### src/rtl/sub_fsm_scheduler_if.sv
// Handshake bundle between the scheduler and the two sub-machines it alternates.
// master drives requests/dones, slave is the scheduler side.
interface sub_fsm_scheduler_if;
  logic       start;
  logic       done_a;
  logic       done_b;
  logic       en_a;
  logic       en_b;
  logic       sel;
  logic       busy;
  logic       job_done;
  logic       timeout;
  logic [3:0] round_cnt;

  modport master (
    output start, done_a, done_b,
    input  en_a, en_b, sel, busy, job_done, timeout, round_cnt
  );

  modport slave (
    input  start, done_a, done_b,
    output en_a, en_b, sel, busy, job_done, timeout, round_cnt
  );
endinterface

### src/rtl/sub_fsm_scheduler.sv
// Alternates sub-machines A and B for NUM_ROUNDS runs with a one-cycle break-before-make gap.
// Define SUB_FSM_WATCHDOG_EN to add a per-run watchdog that forces a handoff after TIMEOUT cycles.
module sub_fsm_scheduler #(
  parameter int NUM_ROUNDS = 4,
  parameter int TIMEOUT    = 16
) (
  input  logic               clk,
  input  logic               rst,
  sub_fsm_scheduler_if.slave bus
);

  typedef enum logic [1:0] {
    IDLE  = 2'd0,
    RUN_A = 2'd1,
    GAP   = 2'd2,
    RUN_B = 2'd3
  } state_t;

  localparam logic [3:0] LAST_ROUND = 4'(NUM_ROUNDS);

  generate
    if (NUM_ROUNDS < 1 || NUM_ROUNDS > 15) begin : g_bad_rounds
      $error("sub_fsm_scheduler: NUM_ROUNDS must be 1..15");
    end
    if (TIMEOUT < 2 || TIMEOUT > 255) begin : g_bad_timeout
      $error("sub_fsm_scheduler: TIMEOUT must be 2..255");
    end
  endgenerate

  state_t     state_q, state_d;
  logic       en_a_q, en_a_d;
  logic       en_b_q, en_b_d;
  logic       sel_q, sel_d;
  logic       busy_q, busy_d;
  logic       job_done_q, job_done_d;
  logic [3:0] round_cnt_q, round_cnt_d;
  logic       wd_hit;

`ifdef SUB_FSM_WATCHDOG_EN
  localparam logic [7:0] WD_LAST = 8'(TIMEOUT - 1);

  logic [7:0] wdog_q, wdog_d;
  logic       timeout_q, timeout_d;

  assign wd_hit = (wdog_q == WD_LAST);

  // A matching done in the expiry cycle wins, so the pulse only marks forced handoffs.
  assign timeout_d = wd_hit &&
                     ((state_q == RUN_A && !bus.done_a) ||
                      (state_q == RUN_B && !bus.done_b));

  // Counts cycles spent in the current run; re-entering a run restarts it from zero.
  assign wdog_d = ((state_d == RUN_A || state_d == RUN_B) && state_d == state_q) ?
                  wdog_q + 8'd1 : 8'd0;

  always_ff @(posedge clk or negedge rst) begin
    if (!rst) begin
      wdog_q    <= 8'd0;
      timeout_q <= 1'b0;
    end else begin
      wdog_q    <= wdog_d;
      timeout_q <= timeout_d;
    end
  end

  assign bus.timeout = timeout_q;
`else
  assign wd_hit      = 1'b0;
  assign bus.timeout = 1'b0;
`endif

  always_comb begin
    state_d     = state_q;
    round_cnt_d = round_cnt_q;
    job_done_d  = 1'b0;

    case (state_q)
      IDLE: begin
        if (bus.start) begin
          state_d     = RUN_A;
          round_cnt_d = 4'd0;
        end
      end
      RUN_A: begin
        if (bus.done_a || wd_hit) begin
          state_d     = GAP;
          round_cnt_d = round_cnt_q + 4'd1;
        end
      end
      RUN_B: begin
        if (bus.done_b || wd_hit) begin
          state_d     = GAP;
          round_cnt_d = round_cnt_q + 4'd1;
        end
      end
      GAP: begin
        // sel still remembers which side just ran, so it picks the opposite one.
        if (round_cnt_q == LAST_ROUND) begin
          state_d    = IDLE;
          job_done_d = 1'b1;
        end else if (sel_q) begin
          state_d = RUN_A;
        end else begin
          state_d = RUN_B;
        end
      end
      default: state_d = IDLE;
    endcase

    // Outputs are registered from the next state so they change on the same edge as the state.
    en_a_d = (state_d == RUN_A);
    en_b_d = (state_d == RUN_B);
    busy_d = (state_d != IDLE);
    sel_d  = sel_q;
    if (state_d == RUN_A) begin
      sel_d = 1'b0;
    end else if (state_d == RUN_B) begin
      sel_d = 1'b1;
    end
  end

  always_ff @(posedge clk or negedge rst) begin
    if (!rst) begin
      state_q     <= IDLE;
      en_a_q      <= 1'b0;
      en_b_q      <= 1'b0;
      sel_q       <= 1'b0;
      busy_q      <= 1'b0;
      job_done_q  <= 1'b0;
      round_cnt_q <= 4'd0;
    end else begin
      state_q     <= state_d;
      en_a_q      <= en_a_d;
      en_b_q      <= en_b_d;
      sel_q       <= sel_d;
      busy_q      <= busy_d;
      job_done_q  <= job_done_d;
      round_cnt_q <= round_cnt_d;
    end
  end

  assign bus.en_a      = en_a_q;
  assign bus.en_b      = en_b_q;
  assign bus.sel       = sel_q;
  assign bus.busy      = busy_q;
  assign bus.job_done  = job_done_q;
  assign bus.round_cnt = round_cnt_q;

  en_exclusive: assert property (@(posedge clk) disable iff (!rst) !(en_a_q && en_b_q));

endmodule

### src/flat_wrapper.sv
// flat-port wrapper written by rule: the top's interface ports become plain ports
module sub_fsm_scheduler_flat 
#(
  parameter int NUM_ROUNDS = 4,
  parameter int TIMEOUT    = 16
)
  (clk, rst, bus_start, bus_done_a, bus_done_b, bus_en_a, bus_en_b, bus_sel, bus_busy, bus_job_done, bus_timeout, bus_round_cnt);
  sub_fsm_scheduler_if bus_i ();
  input  logic clk;
  input  logic rst;
  input wire logic [$bits(bus_i.start)-1:0] bus_start;
  input wire logic [$bits(bus_i.done_a)-1:0] bus_done_a;
  input wire logic [$bits(bus_i.done_b)-1:0] bus_done_b;
  output wire logic [$bits(bus_i.en_a)-1:0] bus_en_a;
  output wire logic [$bits(bus_i.en_b)-1:0] bus_en_b;
  output wire logic [$bits(bus_i.sel)-1:0] bus_sel;
  output wire logic [$bits(bus_i.busy)-1:0] bus_busy;
  output wire logic [$bits(bus_i.job_done)-1:0] bus_job_done;
  output wire logic [$bits(bus_i.timeout)-1:0] bus_timeout;
  output wire logic [$bits(bus_i.round_cnt)-1:0] bus_round_cnt;
  assign bus_i.start = bus_start;
  assign bus_i.done_a = bus_done_a;
  assign bus_i.done_b = bus_done_b;
  assign bus_en_a = bus_i.en_a;
  assign bus_en_b = bus_i.en_b;
  assign bus_sel = bus_i.sel;
  assign bus_busy = bus_i.busy;
  assign bus_job_done = bus_i.job_done;
  assign bus_timeout = bus_i.timeout;
  assign bus_round_cnt = bus_i.round_cnt;
  sub_fsm_scheduler #(.NUM_ROUNDS(NUM_ROUNDS), .TIMEOUT(TIMEOUT)) u_core (.clk(clk), .rst(rst), .bus(bus_i));
endmodule
### config.mk
export PLATFORM = sky130hd
export DESIGN_NAME = sub_fsm_scheduler_flat
export DESIGN_NICKNAME = d
export VERILOG_FILES = /design/src/rtl/sub_fsm_scheduler_if.sv /design/src/rtl/sub_fsm_scheduler.sv /design/src/flat_wrapper.sv
export SDC_FILE = /design/constraint.sdc
export NUM_CORES = 1
export LEC_CHECK = 0
export ABC_AREA = 1
export CAP_MARGIN = 20
export CORE_MARGIN = 2
export CORE_UTILIZATION = 40
export DETAILED_ROUTE_END_ITERATION = 8
export PLACE_DENSITY = 0.73
export SYNTH_ARGS = -nofsm -noshare
export SYNTH_HDL_FRONTEND = slang
export SYNTH_SLANG_ARGS = --single-unit
### constraint.sdc
create_clock -name clk -period 1.2 [get_ports clk]
set_input_delay 0.36 -clock clk [delete_from_list [all_inputs] [get_ports clk]]
set_output_delay 0.36 -clock clk [all_outputs]
set_load 0.1 [all_outputs]
==> Implementation_results.wiki <==
{| class="wikitable"
! Metric !! Value
|-
| Result of the run || complete, but fails checks
|-
| Violated checks || negative setup slack
|-
| Y dimension of the die || 41.31 um
|-
| Least setup slack across all paths after layout || -0.1936 ns
|-
| Detailed-routing iteration count for the pre-antenna-repair pass || 4
|-
| Antenna violations before repair || 0
|-
| Highest attainable clock frequency || 0.7176 GHz
|-
| Fin crit period || 1.394 ns
|-
| Hold buffers post-CTS || 0
|-
| Critical path capture point || bus_round_cnt[1]
|-
| R2R cell count || 8
|-
| Via count of the routed design || 500
|-
| Count of port buffers added during placement || 13
|-
| RSZ-0062 raised after global routing || true
|-
| DRT antenna net count || 0
|-
| Endpoints failing setup || 16
|-
| Bufs on Longest Clock Path || 2
|-
| CTS tree || done
|-
| Gate count of the mapped netlist || 64
|-
| Critical path required time || 0.84 ns
|-
| Source of the worst register-to-register timing path || u_core.bus.round_cnt[1]$_DFFE_PN0P_
|-
| Placer's final routability congestion estimate || 0.8299
|-
| Overflow after GRT || 0
|-
| Finished Core Util || 74.62%
|-
| Worst Clk Skew || 0.007734 ns
|-
| Half-perimeter wire length after placement || 832.3 um
|-
| Final Cycle Share || 116.1%
|-
| Largest net degree at the start of global routing || 13
|-
| I/O Pins || 15
|-
| Hold Fails Final Rpt || 0
|-
| Worst-case register-to-register setup slack || -0.14 ns
|-
| Number of remaining DRC errors || 0
|-
| Final count of pins violating max slew || 0
|-
| RR Endpoint || u_core.bus.sel$_DFFE_PN0P_
|-
| Synth warnings || 0
|-
| Core area || 1301 um^2
|-
| DRC marker count from the first detailed-route iteration || 5
|-
| Final antenna diode count || 0
|-
| Number of nets produced by synthesis || 71
|-
| Number of distinct library cells after synthesis || 19
|-
| Total of max-cap violations || 0
|-
| First-pass GRT wire length || 1.876 mm
|-
| Starting Density || 42.79%
|-
| Nets || 96
|-
| Most common library cell in the layout ignoring fill and taps || sky130_fd_sc_hd__nand2_1
|-
| Clock tree root buffer cell || sky130_fd_sc_hd__clkbuf_4
|-
| Crit path capture type || output port
|-
| WL per Instance || 12.42 um
|-
| Number of sinks on the clock net || 11
|-
| Row Count || 13
|-
| Die W || 41.31 um
|-
| Via/cell ratio || 4.854
|-
| Wire length reported by the detailed router || 1.279 mm
|-
| CTS clk-pin slew, worst paths || 0.08 ns
|-
| GRT Util Overall || 17.53%
|-
| CTS H-tree lvls || 1
|-
| Cell area after technology mapping || 556.8 um^2
|-
| Critical-path maximum fanout || 2
|-
| Type of element launching the critical path || flip-flop
|-
| Layout cell share with drive strength beyond 1 || 54.55%
|-
| Clock latency at the later pin of the worst-skew pair || 0.28 ns
|-
| Number of buffers added by the clock tree synthesis step || 3
|-
| Worst setup path startpoint || u_core.bus.round_cnt[1]$_DFFE_PN0P_
|-
| Arrival time of the worst setup path || 1.03 ns
|-
| Die area || 1707 um^2
|-
| Sequential fraction of the synthesis area || 49.44%
|-
| Number of synthesized register bits || 11
|-
| Area growth from synthesis to layout || 74.38%
|-
| Number of global-route vias before repair || 470
|-
| Type of the setup path with the least slack || flip-flop to output port
|-
| Top library cells by usage in the layout, fill and taps aside || 11 x sky130_fd_sc_hd__nand2_1, 9 x sky130_fd_sc_hd__buf_12, 8 x sky130_fd_sc_hd__nand3_1, 8 x sky130_fd_sc_hd__dfrtp_2, 7 x sky130_fd_sc_hd__buf_4
|-
| HP Class || primary input to async pin
|-
| Mean Syn Cell Area || 8.700 um^2
|}
[cells in the mapped netlist]
library cell	count	area share [%]
sky130_fd_sc_hd__nand3_2	2	3.6
sky130_fd_sc_hd__nand3_1	9	8.1
sky130_fd_sc_hd__inv_1	8	5.4
sky130_fd_sc_hd__ha_1	2	4.5
sky130_fd_sc_hd__buf_4	1	1.3
sky130_fd_sc_hd__inv_2	2	1.3
sky130_fd_sc_hd__nand2_2	2	2.2
sky130_fd_sc_hd__nand2_1	14	9.4
sky130_fd_sc_hd__nor3_1	1	0.90
sky130_fd_sc_hd__o21ai_1	3	2.7
sky130_fd_sc_hd__buf_6	1	2.0
sky130_fd_sc_hd__nand3b_1	1	1.3
sky130_fd_sc_hd__dfrtp_1	11	49
sky130_fd_sc_hd__nand4_1	2	2.2
sky130_fd_sc_hd__conb_1	1	0.67
sky130_fd_sc_hd__xor2_1	1	1.6
sky130_fd_sc_hd__nor2_1	1	0.67
sky130_fd_sc_hd__o21bai_1	1	1.3
sky130_fd_sc_hd__nor2_2	1	1.1
[cells by family (layout without fill, tap and decap cells)]
logic type | after synthesis | count (layout) | share of synthesized area [%]
AO/OA/AOI/OAI | 4 | 4 | 4.045
XOR/XNOR | 1 | 1 | 1.573
adder cells (fa/ha/maj) | 2 | 2 | 4.494
buffers and inverters | 12 | 36 | 10.11
flip-flops | 11 | 11 | 49.44
other | 1 | 1 | 0.6735
AND/OR/NAND/NOR | 33 | 33 | 29.66
[layer usage]
metal  wire length (um)  part of all wire (%)  vias up  global-route usage (%)
li1                   -                     -      248                       -
met1                493                    39      240                   20.13
met2                715                    56       10                   29.30
met3                 45                   3.5        2                   4.787
met4                 25                   2.0        0                   9.677
met5                  0                     0        -                       0
[sequential cells by signal, indices dropped and copies added (netlist names)]
signal,flops
u_core.bus.en_b,1
u_core.bus.round_cnt,4
u_core.bus.en_a,1
u_core.bus.job_done,1
u_core.bus.busy,1
u_core.state_q,2
u_core.bus.sel,1
[critical path, cell delays in order, from the launching register on]
cell and delay (ns):
sky130_fd_sc_hd__dfrtp_4 0.48, sky130_fd_sc_hd__buf_6 0.12, sky130_fd_sc_hd__buf_12 0.15
[metrics by stage]
| step | cells | instance area [um^2] | hold slack, ns | TNS (ns) | setup slack [ns] |
|---|---|---|---|---|---|
| final | 103 | 970.9 | 0.3721 | -1.040 | -0.1936 |
| after global routing | 103 | 970.9 | 0.4044 | -1.655 | -0.2134 |
| after CTS | 103 | 929.6 | 0.3731 | -0.9796 | -0.2008 |
| after detailed placement | 94 | 845.8 | 0.5674 | -1.840 | -0.2525 |
| after global placement | 94 | 845.8 | 0.5498 | -1.722 | -0.2418 |
| after floorplan | 64 | 595.6 | 0.06441 | -0.7115 | -0.1581 |
[how the worst min path moves through the flow]
stage                                              from                                   to  slack, ns  cells past startpoint
floorplan                                           rst            u_core.bus.busy$_DFF_PN0_       0.06                      0
global placement    u_core.bus.round_cnt[3]$_DFFE_PN0P_  u_core.bus.round_cnt[3]$_DFFE_PN0P_       0.55                      2
detailed placement  u_core.bus.round_cnt[3]$_DFFE_PN0P_  u_core.bus.round_cnt[3]$_DFFE_PN0P_       0.57                      2
CTS                                                 rst  u_core.bus.round_cnt[0]$_DFFE_PN0P_       0.37                      2
global route                                        rst  u_core.bus.round_cnt[0]$_DFFE_PN0P_       0.40                      2
finish                                              rst  u_core.bus.round_cnt[0]$_DFFE_PN0P_       0.37                      2
[cell type report]
type                    count  area (um^2)
inverters                  10        40.04
multi-input cells          41        295.3
well taps                  15        18.77
clock buffers               4        26.28
flip-flops and latches     11        292.8
repair buffers             22        297.8
fillers                   101        330.3
[what timing repair did]
action	in CTS	in global routing
hold endpoints to repair	0	0
gates resized for setup	5	8
pin swaps	5	5
endpoints found under the setup margin	13	19
setup buffers	5	0
Power is not shown: default switching activity piles up to over one toggle a cycle in this logic, so the estimate is an artifact.
